--- src/rtl/bcd_counter_2digit.sv ---
// Two-digit BCD up/down counter with an enable-gated prescaler.
// Q[7:4] is the tens digit and Q[3:0] is the ones digit. Q always holds
// legal BCD because only checked loads and BCD steps can change it.
// Tick is combinational so that Q updates on the same edge as the step.
module bcd_counter_2digit #(
    parameter int unsigned TICK_DIV = 50000000
) (
    input  logic       Clock,
    input  logic       Reset,
    input  logic       En,
    input  logic       Up,
    input  logic       Load,
    input  logic [7:0] D,
    output logic [7:0] Q,
    output logic       Tick,
    output logic       Wrap,
    output logic       LoadErr
);

    // TICK_DIV=1 still needs a 1-bit prescaler. That bit never leaves 0.
    localparam int unsigned PW = (TICK_DIV > 1) ? $clog2(TICK_DIV) : 1;
    localparam logic [PW-1:0] TERM = PW'(TICK_DIV - 1);

    logic [PW-1:0] prescaler;
    logic          atTerm;
    logic          loadValid;
    logic          wrapNext;
    logic [3:0]    onesNext;
    logic [3:0]    tensNext;

    assign atTerm    = (prescaler == TERM);
    assign Tick      = En & atTerm & ~Load & ~Reset;
    assign loadValid = (D[7:4] <= 4'd9) && (D[3:0] <= 4'd9);

    // Next BCD value for one step in the current direction, with the rollover flag.
    always_comb begin
        onesNext = Q[3:0];
        tensNext = Q[7:4];
        wrapNext = 1'b0;
        if (Up) begin
            if (Q[3:0] >= 4'd9) begin
                onesNext = 4'd0;
                if (Q[7:4] >= 4'd9) begin
                    tensNext = 4'd0;
                    wrapNext = 1'b1;
                end else begin
                    tensNext = Q[7:4] + 4'd1;
                end
            end else begin
                onesNext = Q[3:0] + 4'd1;
            end
        end else begin
            if (Q[3:0] == 4'd0) begin
                onesNext = 4'd9;
                if (Q[7:4] == 4'd0) begin
                    tensNext = 4'd9;
                    wrapNext = 1'b1;
                end else begin
                    tensNext = Q[7:4] - 4'd1;
                end
            end else begin
                onesNext = Q[3:0] - 4'd1;
            end
        end
    end

    // Prescaler: any load restarts the period; a low enable freezes the phase.
    always_ff @(posedge Clock) begin
        if (Reset) begin
            prescaler <= '0;
        end else if (Load) begin
            prescaler <= '0;
        end else if (En) begin
            if (atTerm) begin
                prescaler <= '0;
            end else begin
                prescaler <= prescaler + PW'(1);
            end
        end
    end

    // Counter value: a checked load wins over a step, and a rejected load holds Q.
    always_ff @(posedge Clock) begin
        if (Reset) begin
            Q <= 8'h00;
        end else if (Load) begin
            if (loadValid) begin
                Q <= D;
            end
        end else if (Tick) begin
            Q <= {tensNext, onesNext};
        end
    end

    // Wrap pulses for one cycle after a rollover step. Tick is already low during a load.
    always_ff @(posedge Clock) begin
        if (Reset) begin
            Wrap <= 1'b0;
        end else begin
            Wrap <= Tick & wrapNext;
        end
    end

    // Sticky flag for a rejected load. It clears only on a good load or on reset.
    always_ff @(posedge Clock) begin
        if (Reset) begin
            LoadErr <= 1'b0;
        end else if (Load) begin
            LoadErr <= ~loadValid;
        end
    end

endmodule

--- config.mk ---
export PLATFORM = sky130hd
export DESIGN_NAME = bcd_counter_2digit
export DESIGN_NICKNAME = d
export VERILOG_FILES = /design/src/rtl/bcd_counter_2digit.sv
export SDC_FILE = /design/constraint.sdc
export NUM_CORES = 1
export LEC_CHECK = 0
export ABC_CLOCK_PERIOD_IN_PS = 5000
export CORE_ASPECT_RATIO = 1.75
export CORE_MARGIN = 2
export CORE_UTILIZATION = 60
export CTS_BUF_LIST = sky130_fd_sc_hd__clkbuf_16
export CTS_CLUSTER_SIZE = 40
export DETAILED_ROUTE_END_ITERATION = 12
export PLACE_DENSITY = 0.84
export SETUP_SLACK_MARGIN = 0.1
export SLEW_MARGIN = 20
export SYNTH_ARGS = -nofsm -noshare
export SYNTH_HDL_FRONTEND = slang
export SYNTH_SLANG_ARGS = --single-unit
--- constraint.sdc ---
create_clock -name Clock -period 5 [get_ports Clock]
set_clock_uncertainty 0.05 [all_clocks]
set_input_delay 0.75 -clock Clock [delete_from_list [all_inputs] [get_ports Clock]]
set_output_delay 0.75 -clock Clock [all_outputs]
set_load 0.005 [all_outputs]
After elaboration in Yosys (flattened, before gate mapping):

Cells that the tools add are included.

* flip-flop bits (word level): 36
* output and inout port bits: 11
* logic and storage cells: 49

* add/sub/neg operators: 5
* magnitude comparators: 4
* eq/ne operators: 3
* muxes and demuxes: 17
* bitwise operators: 7
* reductions and logical operators: 8

Operators by type and width (count)
* $mux 4: 8
* $add 26x1->26 const B: 1
* $eq 26x26->1 const B: 1
* $mux 26: 1
* $mux 8: 3
* $add 4x1->4 const B: 2
* $ge 4x4->1 const B: 2
* $le 4x4->1 const B: 2
* $logic_not 4->1: 2
* $sub 4x1->4 const B: 2
* $mux 1: 5
* $and 1x1->1: 4
* $reduce_and 4->1: 1
* $ne 3x1->1 const B: 1
* $not 1->1: 3
* $reduce_bool 3->1: 1
* $ne 2x1->1 const B: 1
* $reduce_and 2->1: 1
* $reduce_bool 2->1: 1
* $reduce_or 2->1: 1
* $logic_and 1x1->1: 1

Longest topological paths before layout:

Gate-level depths: netlist of the first run.

* depth after elaboration: 6
* mapped depth: 7

Worst setup path after synthesis of the first run:

Ideal clock, no wire load.

* path type: reg-to-output
* from: register prescaler[7]
* to: output port Tick
* arrival time: 1.519 ns
* required time: 4.200 ns
* path slack: 2.681 ns
* stages on the path, launching flop included: 4
* path buffers: 0
* cell sequence: dfxtp_1 > or4_1 > or4_4 > nor2_1

* longest elaborated chain between the ends: 4

Ends and longest elaborated chain
* start: declaration: line 24 `logic [PW-1:0] prescaler;`
* start signal: assignment: line 77 `prescaler <= prescaler + PW'(1);`
* $eq 26x26->1: line 31 `assign atTerm = (prescaler == TERM);`
* $and 1x1->1 (3 in series): line 32 `assign Tick = En & atTerm & ~Load & ~Reset;`
* end: declaration: line 15 `output logic Tick,`

No other way between the ends.

Worst setup path after layout of the first run:

* from: input port Reset
* to: output port Tick

* longest elaborated chain between the ends: 2

Ends and longest elaborated chain
* start: declaration: line 9 `input logic Reset,`
* $not 1->1: line 32
* $and 1x1->1: line 32

No other way between the ends.

==> impl_results.html, run 1 <==
<table>
<tr><th>Metric</th><th>Value</th></tr>
<tr><th colspan="2">Outcome</th></tr>
<tr><td>Outcome</td><td>complete, no violations</td></tr>
<tr><th colspan="2">Clock tree</th></tr>
<tr><td>Count of instances resized after the clock tree is built</td><td>0</td></tr>
<tr><td>Clock root buffer</td><td>clkbuf_16</td></tr>
<tr><td>Total CTS buffers</td><td>5</td></tr>
<tr><td>Total number of H-tree levels</td><td>2</td></tr>
<tr><td>Number of sinks handled by clock tree synthesis</td><td>36</td></tr>
<tr><td>Clk_lat worst skew</td><td>280 ps</td></tr>
<tr><td>Number of buffers added to fix hold violations after cts</td><td>0</td></tr>
<tr><td>Clock tree from TritonCTS</td><td>done</td></tr>
<tr><td>Number of setup buffers added after CTS</td><td>0</td></tr>
<tr><td>Clock-pin slew on the worst setup and hold paths</td><td>60 ps</td></tr>
<tr><td>Number of buffers on the longest clock path</td><td>2</td></tr>
<tr><th colspan="2">STA</th></tr>
<tr><td>Setup repair after global routing missed its margin</td><td>false</td></tr>
<tr><td>Max-slew violation count</td><td>0</td></tr>
<tr><td>Hold violation count in the final report</td><td>0</td></tr>
<tr><td>Shortest clock period the worst path allows after layout</td><td>3470 ps</td></tr>
<tr><td>Worst hold slack after final layout</td><td>444 ps</td></tr>
<tr><td>Worst rel slew slack</td><td>48.3%</td></tr>
<tr><td>Post-Route Setup TNS</td><td>0 ps</td></tr>
<tr><td>Worst-case setup margin in the final layout</td><td>1530 ps</td></tr>
<tr><td>Actual slew at the worst max-slew pin</td><td>771 ps</td></tr>
<tr><td>Period utilization</td><td>69.4%</td></tr>
<tr><td>Achievable clock frequency</td><td>288 MHz</td></tr>
<tr><td>Setup Viol. Count Final</td><td>0</td></tr>
<tr><th colspan="2">Die</th></tr>
<tr><td>Top-Level Pins</td><td>24</td></tr>
<tr><td>Die Y-Extent</td><td>83.6 um</td></tr>
<tr><td>Horizontal die dimension</td><td>49.5 um</td></tr>
<tr><td>Num rows</td><td>28</td></tr>
<tr><td>Floorplan die area</td><td>0.00413 mm2</td></tr>
<tr><td>Core region area</td><td>0.00343 mm2</td></tr>
<tr><td>Starting Density</td><td>63.2%</td></tr>
<tr><th colspan="2">Place</th></tr>
<tr><td>Last weighted congestion value of the routability-driven placer</td><td>0.793</td></tr>
<tr><td>Placed Instances</td><td>318</td></tr>
<tr><td>Cell area reported after detailed placement</td><td>0.00241 mm2</td></tr>
<tr><td>Detailed-placement wirelength estimate</td><td>3.47 mm</td></tr>
<tr><td>Count of buffers from port buffering</td><td>23</td></tr>
<tr><td>Worst setup slack after placement</td><td>1570 ps</td></tr>
<tr><th colspan="2">Yosys</th></tr>
<tr><td>Number of synthesized register bits</td><td>36</td></tr>
<tr><td>Number of flops mapped to enable cells by yosys</td><td>0</td></tr>
<tr><td>Fraction of the yosys area taken by sequential cells</td><td>33.2%</td></tr>
<tr><td>Average cell area after synthesis</td><td>8.38 um2</td></tr>
<tr><td>Fraction of registers with async set or reset after synthesis</td><td>0%</td></tr>
<tr><td>Number of nets produced by synthesis</td><td>280</td></tr>
<tr><td>Summed instance area of the synthesized netlist</td><td>0.00217 mm2</td></tr>
<tr><td>Count of mapped cells out of synthesis</td><td>259</td></tr>
<tr><td>Yosys warning count</td><td>0</td></tr>
<tr><td>Number of distinct library cell variants in the gate-level netlist after synthesis</td><td>51</td></tr>
<tr><td>Most used flip-flop cell after synthesis</td><td>dfxtp_1</td></tr>
<tr><th colspan="2">Critical path</th></tr>
<tr><td>Cell repeated most along the worst path</td><td>clkdlybuf4s50_1</td></tr>
<tr><td>Slowest cell on crit path</td><td>clkdlybuf4s50_1</td></tr>
<tr><td>Worst-path maximum fanout</td><td>13</td></tr>
<tr><td>Worst setup path category</td><td>input pin to output pin</td></tr>
<tr><td>Data arrival time of the critical path</td><td>2670 ps</td></tr>
<tr><td>CP Capture Type</td><td>output pin</td></tr>
<tr><td>FF-to-FF setup slack</td><td>2500 ps</td></tr>
<tr><td>Startpoint class of the critical path</td><td>input pin</td></tr>
<tr><td>Maximum cell stage delay along the critical path</td><td>640 ps</td></tr>
<tr><td>Worst endpoint required time</td><td>4200 ps</td></tr>
<tr><td>CP Cell Sequence</td><td>clkdlybuf4s50_1 -&gt; nor3b_1 -&gt; nand4_1 -&gt; nor2_1 -&gt; clkdlybuf4s50_1</td></tr>
<tr><td>Number of cells on the worst reg-to-reg path</td><td>6</td></tr>
<tr><th colspan="2">Global routing</th></tr>
<tr><td>Number of antenna violations at the first check in global routing</td><td>0</td></tr>
<tr><td>Maximum number of pins on one net before global-route repair</td><td>22</td></tr>
<tr><td>Number of global-route vias before repair</td><td>1901</td></tr>
<tr><td>Global-route wire length before repair</td><td>8.36 mm</td></tr>
<tr><td>Overflow left after global routing</td><td>0</td></tr>
<tr><td>Total routing usage reported by global routing</td><td>24.8%</td></tr>
<tr><th colspan="2">Power and ir drop</th></tr>
<tr><td>Clock power share</td><td>44.1%</td></tr>
<tr><td>Part of the total power dissipated in combinational logic</td><td>11.7%</td></tr>
<tr><td>Sequential fraction of design power</td><td>44.2%</td></tr>
<tr><td>Leakage</td><td>0.891 nW</td></tr>
<tr><td>IR drop worst, VDD</td><td>247 uV</td></tr>
<tr><td>Switching power as a share of total power</td><td>24.2%</td></tr>
<tr><td>Cell-internal power</td><td>515 uW</td></tr>
<tr><td>Pwr Density</td><td>266 mW/mm2</td></tr>
<tr><td>Sw power</td><td>165 uW</td></tr>
<tr><th colspan="2">Cells and area</th></tr>
<tr><td>Nets@finish</td><td>301</td></tr>
<tr><td>Layout area overhead</td><td>17.8%</td></tr>
<tr><td>Fraction of final layout cells sized beyond drive strength 1</td><td>6.41%</td></tr>
<tr><td>Post-route cell area</td><td>0.00255 mm2</td></tr>
<tr><td>Number of diodes added for antenna fixing</td><td>0</td></tr>
<tr><td>Post-Layout Cell Count</td><td>326</td></tr>
<tr><th colspan="2">Worst hold path</th></tr>
<tr><td>HP Class</td><td>flip-flop to flip-flop</td></tr>
<tr><td>Count of cells along the worst hold path</td><td>2</td></tr>
<tr><th colspan="2">Route</th></tr>
<tr><td>Average via count per standard cell</td><td>6.02</td></tr>
<tr><td># DRC</td><td>0</td></tr>
<tr><td>Antenna Violating Nets Remaining</td><td>0</td></tr>
<tr><td>Top routing layer used</td><td>met4</td></tr>
<tr><td>Average routed wire per standard cell</td><td>14.4 um</td></tr>
<tr><td>Amount of wire on met2 after detailed routing</td><td>2.56 mm</td></tr>
<tr><td>Vias after detailed routing</td><td>1962</td></tr>
<tr><td>Length of the first detailed-routing pass in iterations</td><td>4</td></tr>
<tr><td>Routed WL</td><td>4.70 mm</td></tr>
<tr><td>Sum of routed wire segments on met1</td><td>1.87 mm</td></tr>
<tr><td>Initial DRC count</td><td>78</td></tr>
<tr><td>Wire length on met3</td><td>180 um</td></tr>
<tr><th colspan="2">Flow run</th></tr>
<tr><td>Max Cap Violations</td><td>0</td></tr>
</table>
## cell type report
class | instances | area, um2
clock buffer | 5 | 125
clock inverter | 3 | 18.8
fill | 286 | 878
inverter | 9 | 33.8
multi-input combinational | 204 | 1360
sequential | 36 | 721
tap | 45 | 56.3
timing repair buffer | 24 | 238
## critical path, delay by kind of cell
family	cells	cell delay, ps
buffers and inverters	2	1160
and+or+nand+nor	3	750
## state kept, by name (all words and copies together) (netlist names)
| name | count |
|---|---|
| LoadErr | 1 |
| Q | 8 |
| Wrap | 1 |
| prescaler | 26 |
## synthesized netlist by cell type (all sizes together) (3+ instances only)
cell,number,area [um2]
and2,4,25.0
nand3,12,60.1
clkbuf,8,30.0
nor4,6,37.5
nand2,17,63.8
o21ai,5,25.0
o311ai,4,35.0
inv,9,33.8
xnor2,13,114
nand3b,5,37.5
ha,8,100
xor2,10,87.6
nor2b,5,31.3
nor2,33,131
dfxtp,36,721
a21oi,8,40.0
or4,3,26.3
and4,5,43.8
nand4,9,56.3
nor3,8,40.0
nand2b,7,43.8
o21bai,4,45.0
a31oi,5,31.3
a211oi,3,22.5
and3,4,25.0
## cell usage in the layout (no fill, tap or decap), types with 9 or more instances in the layout
cell type / netlist / layout
xor2_1: 10 / 10
dfxtp_1: 36 / 36
xnor2_1: 13 / 13
nand4_1: 9 / 9
nand2_1: 17 / 17
inv_1: 9 / 9
nor2_1: 32 / 32
nand3_1: 12 / 12
clkdlybuf4s50_1: 0 / 23
## through the flow
step                      util (%)  power (mW)
after detailed placement      70.2       0.385
final                         74.4       0.679
after global routing          74.4       0.706
after CTS                     74.4       0.682
after global placement        70.2       0.384
after floorplan                  -       0.356
## cells by family (layout without fill, tap and decap cells)
| kind of cell | after synthesis | count (layout) | synth area share (%) |
|---|---|---|---|
| mux | 3 | 3 | 1.50 |
| flops | 36 | 36 | 33.2 |
| compound gates | 43 | 43 | 14.8 |
| fa+ha+maj | 8 | 8 | 4.61 |
| buf+inv | 19 | 41 | 3.98 |
| xor+xnor | 23 | 23 | 9.28 |
| simple gates | 127 | 127 | 32.6 |
## metal layers
| metal | vias up | global-route usage (%) |
|---|---|---|
| met5 | - | 0 |
| li1 | 980 | - |
| met4 | 0 | 8.84 |
| met3 | 7 | 3.23 |
| met1 | 912 | 27.2 |
| met2 | 63 | 46.9 |
## path summary, 6_finish.rpt
path / startpoint / end
hold / removal: LoadErr$_SDFFE_PP0P_ / LoadErr$_SDFFE_PP0P_
hold reg to reg: LoadErr$_SDFFE_PP0P_ / LoadErr$_SDFFE_PP0P_
setup reg to reg: Q[1]$_SDFFE_PP0P_ / Q[5]$_SDFFE_PP0P_
setup / recovery: Reset / Tick
## power groups by stage
stage / clock network, mW / registers, mW / logic (mW)
floorplan: 0 / 0.303 / 0.0523
global placement: 0 / 0.306 / 0.0785
detailed placement: 0 / 0.306 / 0.0791
CTS: 0.303 / 0.300 / 0.0796
global route: 0.317 / 0.301 / 0.0884
finish: 0.300 / 0.300 / 0.0794
No activity file was read; power rests on OpenSTA's default activity.
==> inputs of run 2 (changes only) <==
--- a/config.mk
+++ b/config.mk
@@ -5,14 +5,14 @@
 export SDC_FILE = /design/constraint.sdc
 export NUM_CORES = 1
 export LEC_CHECK = 0
-export ABC_CLOCK_PERIOD_IN_PS = 5000
+export ABC_CLOCK_PERIOD_IN_PS = 3450
 export CORE_ASPECT_RATIO = 1.75
 export CORE_MARGIN = 2
-export CORE_UTILIZATION = 60
+export CORE_UTILIZATION = 56
 export CTS_BUF_LIST = sky130_fd_sc_hd__clkbuf_16
 export CTS_CLUSTER_SIZE = 40
 export DETAILED_ROUTE_END_ITERATION = 12
-export PLACE_DENSITY = 0.84
+export PLACE_DENSITY = 0.79
 export SETUP_SLACK_MARGIN = 0.1
 export SLEW_MARGIN = 20
 export SYNTH_ARGS = -nofsm -noshare
==> constraint.sdc (replaced) <==
create_clock -name Clock -period 3.45 [get_ports Clock]
set_clock_uncertainty 0.05 [all_clocks]
set_input_delay 0.5175 -clock Clock [delete_from_list [all_inputs] [get_ports Clock]]
set_output_delay 0.5175 -clock Clock [all_outputs]
set_load 0.005 [all_outputs]
==> run 2 against run 1 <==
  * Clock power up 120%
  * Critical path type is now flip-flop to output pin
  * Global-route usage decreased by 0.41 points
  * Setup slack got worse by 1000 ps
  * Worst hold slack improved by 2.0 ps
  * Wire length increased by 7.1%
  * Highest routed layer unchanged
  * Power up 78%
  * Largest power group is now clock
  * Via count grew 0.82%
==> impl_results.html, run 2 (same netlist as run 1, synthesis figures left out) <==
<table>
<tr><th>Metric</th><th>Value</th></tr>
<tr><th colspan="2">Outcome</th></tr>
<tr><td>Outcome</td><td>complete, no violations (unchanged)</td></tr>
<tr><th colspan="2">Worst hold path</th></tr>
<tr><td>HP Class</td><td>flip-flop to flip-flop (unchanged)</td></tr>
<tr><th colspan="2">Route</th></tr>
<tr><td>Routed WL</td><td>5.03 mm (was 4.70 mm)</td></tr>
<tr><td># DRC</td><td>0 (unchanged)</td></tr>
<tr><td>Sum of routed wire segments on met1</td><td>1.92 mm (was 1.87 mm)</td></tr>
<tr><td>Initial DRC count</td><td>53 (was 78)</td></tr>
<tr><td>Average via count per standard cell</td><td>5.99 (was 6.02)</td></tr>
<tr><td>Length of the first detailed-routing pass in iterations</td><td>4 (unchanged)</td></tr>
<tr><td>Wire length on met3</td><td>167 um (was 180 um)</td></tr>
<tr><td>Antenna Violating Nets Remaining</td><td>0 (unchanged)</td></tr>
<tr><td>Amount of wire on met2 after detailed routing</td><td>2.81 mm (was 2.56 mm)</td></tr>
<tr><td>Vias after detailed routing</td><td>1978 (was 1962)</td></tr>
<tr><td>Top routing layer used</td><td>met4 (unchanged)</td></tr>
<tr><td>Average routed wire per standard cell</td><td>15.3 um (was 14.4 um)</td></tr>
<tr><th colspan="2">Die</th></tr>
<tr><td>Floorplan die area</td><td>0.00441 mm2 (was 0.00413 mm2)</td></tr>
<tr><td>Core region area</td><td>0.00379 mm2 (was 0.00343 mm2)</td></tr>
<tr><td>Starting Density</td><td>57.2% (was 63.2%)</td></tr>
<tr><td>Num rows</td><td>30 (was 28)</td></tr>
<tr><td>Die Y-Extent</td><td>86.3 um (was 83.6 um)</td></tr>
<tr><td>Top-Level Pins</td><td>24 (unchanged)</td></tr>
<tr><td>Horizontal die dimension</td><td>51.1 um (was 49.5 um)</td></tr>
<tr><th colspan="2">Power and ir drop</th></tr>
<tr><td>Cell-internal power</td><td>968 uW (was 515 uW)</td></tr>
<tr><td>Leakage</td><td>0.926 nW (was 0.891 nW)</td></tr>
<tr><td>Clock power share</td><td>54.4% (was 44.1%)</td></tr>
<tr><td>IR drop worst, VDD</td><td>316 uV (was 247 uV)</td></tr>
<tr><td>Sw power</td><td>242 uW (was 165 uW)</td></tr>
<tr><td>Switching power as a share of total power</td><td>20.0% (was 24.2%)</td></tr>
<tr><td>Sequential fraction of design power</td><td>35.9% (was 44.2%)</td></tr>
<tr><td>Pwr Density</td><td>459 mW/mm2 (was 266 mW/mm2)</td></tr>
<tr><td>Part of the total power dissipated in combinational logic</td><td>9.7% (was 11.7%)</td></tr>
<tr><td>Overall power</td><td>1.21 mW (was 679 uW)</td></tr>
<tr><th colspan="2">Clock tree</th></tr>
<tr><td>Number of buffers added to fix hold violations after cts</td><td>0 (unchanged)</td></tr>
<tr><td>Clock root buffer</td><td>clkbuf_16 (unchanged)</td></tr>
<tr><td>Number of setup buffers added after CTS</td><td>0 (unchanged)</td></tr>
<tr><td>Clock-pin slew on the worst setup and hold paths</td><td>50 ps (was 60 ps)</td></tr>
<tr><td>Total CTS buffers</td><td>5 (unchanged)</td></tr>
<tr><td>Count of instances resized after the clock tree is built</td><td>0 (unchanged)</td></tr>
<tr><td>Total number of H-tree levels</td><td>2 (unchanged)</td></tr>
<tr><td>Clock tree from TritonCTS</td><td>done (unchanged)</td></tr>
<tr><td>Number of sinks handled by clock tree synthesis</td><td>36 (unchanged)</td></tr>
<tr><td>Clk_lat worst skew</td><td>280 ps (about the same)</td></tr>
<tr><td>Number of buffers on the longest clock path</td><td>2 (unchanged)</td></tr>
<tr><th colspan="2">Cells and area</th></tr>
<tr><td>Number of diodes added for antenna fixing</td><td>0 (unchanged)</td></tr>
<tr><td>Nets@finish</td><td>302 (was 301)</td></tr>
<tr><td>Registers with the most flip-flops</td><td>prescaler: 26 flops, Q: 8 flops (unchanged)</td></tr>
<tr><td>Area occupied by registers</td><td>721 um2 (unchanged)</td></tr>
<tr><td>Most frequent standard cell in the layout excluding fill and tap cells</td><td>dfxtp_1 (unchanged)</td></tr>
<tr><td>Layout area overhead</td><td>21.6% (was 17.8%)</td></tr>
<tr><td>Multi-input gate area</td><td>0.00136 mm2 (unchanged)</td></tr>
<tr><td>Post-Layout Cell Count</td><td>330 (was 326)</td></tr>
<tr><td>Fraction of final layout cells sized beyond drive strength 1</td><td>6.74% (was 6.41%)</td></tr>
<tr><td>Register with the most flip-flops</td><td>prescaler (unchanged)</td></tr>
<tr><td>Fillers</td><td>309 (was 286)</td></tr>
<tr><td>Top library cells by usage in the layout, fill and taps aside</td><td>dfxtp_1, nor2_1, clkdlybuf4s50_1 (unchanged)</td></tr>
<tr><td>Final cell utilization of the core</td><td>69.6% (was 74.4%)</td></tr>
<tr><td>Flip-flop count of the largest register after layout</td><td>26 (unchanged)</td></tr>
<tr><th colspan="2">Global routing</th></tr>
<tr><td>Number of antenna violations at the first check in global routing</td><td>0 (unchanged)</td></tr>
<tr><td>Total routing usage reported by global routing</td><td>24.4% (was 24.8%)</td></tr>
<tr><td>Number of global-route vias before repair</td><td>1906 (was 1901)</td></tr>
<tr><td>Global-route wire length before repair</td><td>8.26 mm (was 8.36 mm)</td></tr>
<tr><td>Overflow left after global routing</td><td>0 (unchanged)</td></tr>
<tr><td>Maximum number of pins on one net before global-route repair</td><td>22 (unchanged)</td></tr>
<tr><th colspan="2">Critical path</th></tr>
<tr><td>Crit-path leading delay family</td><td>simple AND/OR/NAND/NOR gates (was buffers and inverters)</td></tr>
<tr><td>Destination of the worst register-to-register timing path</td><td>prescaler[20]$_SDFFE_PP0P_ (was Q[5]$_SDFFE_PP0P_)</td></tr>
<tr><td>Maximum cell stage delay along the critical path</td><td>700 ps (was 640 ps)</td></tr>
<tr><td>Worst setup path category</td><td>flip-flop to output pin (was input pin to output pin)</td></tr>
<tr><td>Worst endpoint required time</td><td>2880 ps (was 4200 ps)</td></tr>
<tr><td>Data arrival time of the critical path</td><td>2400 ps (was 2670 ps)</td></tr>
<tr><td>FF-to-FF setup slack</td><td>970 ps (was 2500 ps)</td></tr>
<tr><td>Setup crit start</td><td>prescaler[8]$_SDFFE_PP0P_ (was Reset)</td></tr>
<tr><td>Number of cells on the worst reg-to-reg path</td><td>5 (was 6)</td></tr>
<tr><td>CP Capture Type</td><td>output pin (unchanged)</td></tr>
<tr><td>Startpoint of the worst-slack reg-to-reg timing path</td><td>prescaler[7]$_SDFFE_PP0P_ (was Q[1]$_SDFFE_PP0P_)</td></tr>
<tr><td>Slowest cell on crit path</td><td>nor4b_1 (was clkdlybuf4s50_1)</td></tr>
<tr><td>Worst setup endpoint</td><td>Tick (unchanged)</td></tr>
<tr><td>Number of buffer and inverter stages on the critical path</td><td>1 (was 2)</td></tr>
<tr><td>Startpoint class of the critical path</td><td>flip-flop (was input pin)</td></tr>
<tr><td>CP Cell Sequence</td><td>nor4b_1 -&gt; nand4_1 -&gt; nor2_1 -&gt; clkdlybuf4s50_1 (was clkdlybuf4s50_1 -&gt; nor3b_1 -&gt; nand4_1 -&gt; nor2_1 -&gt; clkdlybuf4s50_1)</td></tr>
<tr><td>Worst-path maximum fanout</td><td>4 (was 13)</td></tr>
<tr><td>Crit. path cell count</td><td>4 (was 5)</td></tr>
<tr><th colspan="2">STA</th></tr>
<tr><td>Setup repair after global routing missed its margin</td><td>false (unchanged)</td></tr>
<tr><td>Hold violation count in the final report</td><td>0 (unchanged)</td></tr>
<tr><td>Shortest clock period the worst path allows after layout</td><td>2970 ps</td></tr>
<tr><td>Post-Route Setup TNS</td><td>0 ps (unchanged)</td></tr>
<tr><td>Period utilization</td><td>86.0%</td></tr>
<tr><td>Worst hold slack after final layout</td><td>446 ps (was 444 ps)</td></tr>
<tr><td>Max-slew violation count</td><td>0 (unchanged)</td></tr>
<tr><td>Setup Viol. Count Final</td><td>0 (unchanged)</td></tr>
<tr><td>Worst rel slew slack</td><td>48.8% (was 48.3%)</td></tr>
<tr><td>Actual slew at the worst max-slew pin</td><td>757 ps (was 771 ps)</td></tr>
<tr><td>Achievable clock frequency</td><td>337 MHz</td></tr>
<tr><th colspan="2">Flow run</th></tr>
<tr><td>Max Cap Violations</td><td>0 (unchanged)</td></tr>
<tr><th colspan="2">Place</th></tr>
<tr><td>Placed Instances</td><td>322 (was 318)</td></tr>
<tr><td>Detailed-placement wirelength estimate</td><td>3.62 mm (was 3.47 mm)</td></tr>
<tr><td>Last weighted congestion value of the routability-driven placer</td><td>0.817 (was 0.793)</td></tr>
<tr><td>Count of buffers from port buffering</td><td>23 (unchanged)</td></tr>
</table>
run 2: changes by cell type in the layout (fill, tap and decap cells not counted), sizes merged:
cell    delta
bufinv     +3
buf        +1
clkinv     -3
run 2: worst reg2reg max path: cells and delay by family (launching register included):
family           cells  cell delay, ps
AO/OA/AOI/OAI        1             490
flip-flops           1             350
AND/OR/NAND/NOR      4            1450
run 2: layout make-up:
cell class,instances,share of cell area [%]
clock inverter,3,3.42
clock buffer,5,4.74
tap,48,2.28
sequential,36,27.3
multi-input combinational,204,51.7
inverter,9,1.28
timing repair buffer,25,9.30
run 2: metrics by stage:
step           worst slack [ps]  cell area (um2)
4_1_cts                     480             2640
3_5_place_dp                654             2420
6_report                    483             2640
5_1_grt                     403             2640
3_3_place_gp                671             2420
2_1_floorplan              1190             2170
run 2: power by group through the flow:
stage	Clock (mW)	Sequential (mW)	Combinational, mW
after global routing	0.682	0.435	0.130
after detailed placement	0	0.443	0.116
after global placement	0	0.442	0.116
final	0.658	0.434	0.118
after CTS	0.664	0.434	0.117
after floorplan	0	0.439	0.0758
run 2: how the worst min path moves through the flow:
stage	slack, ps	end	start	depth (start not counted)
after CTS	450	prescaler[1]$_SDFFE_PP0P_	prescaler[1]$_SDFFE_PP0P_	2
after floorplan	420	prescaler[1]$_SDFFE_PP0P_	prescaler[1]$_SDFFE_PP0P_	2
final	450	LoadErr$_SDFFE_PP0P_	LoadErr$_SDFFE_PP0P_	2
after global routing	480	LoadErr$_SDFFE_PP0P_	LoadErr$_SDFFE_PP0P_	2
after detailed placement	440	prescaler[1]$_SDFFE_PP0P_	prescaler[1]$_SDFFE_PP0P_	2
after global placement	430	prescaler[1]$_SDFFE_PP0P_	prescaler[1]$_SDFFE_PP0P_	2
run 2: routing by layer:
layer  vias up  track usage [%]
met3        12             3.79
met5         -                0
met4         0             12.0
met2        49             47.2
li1        983                -
met1       934             23.9
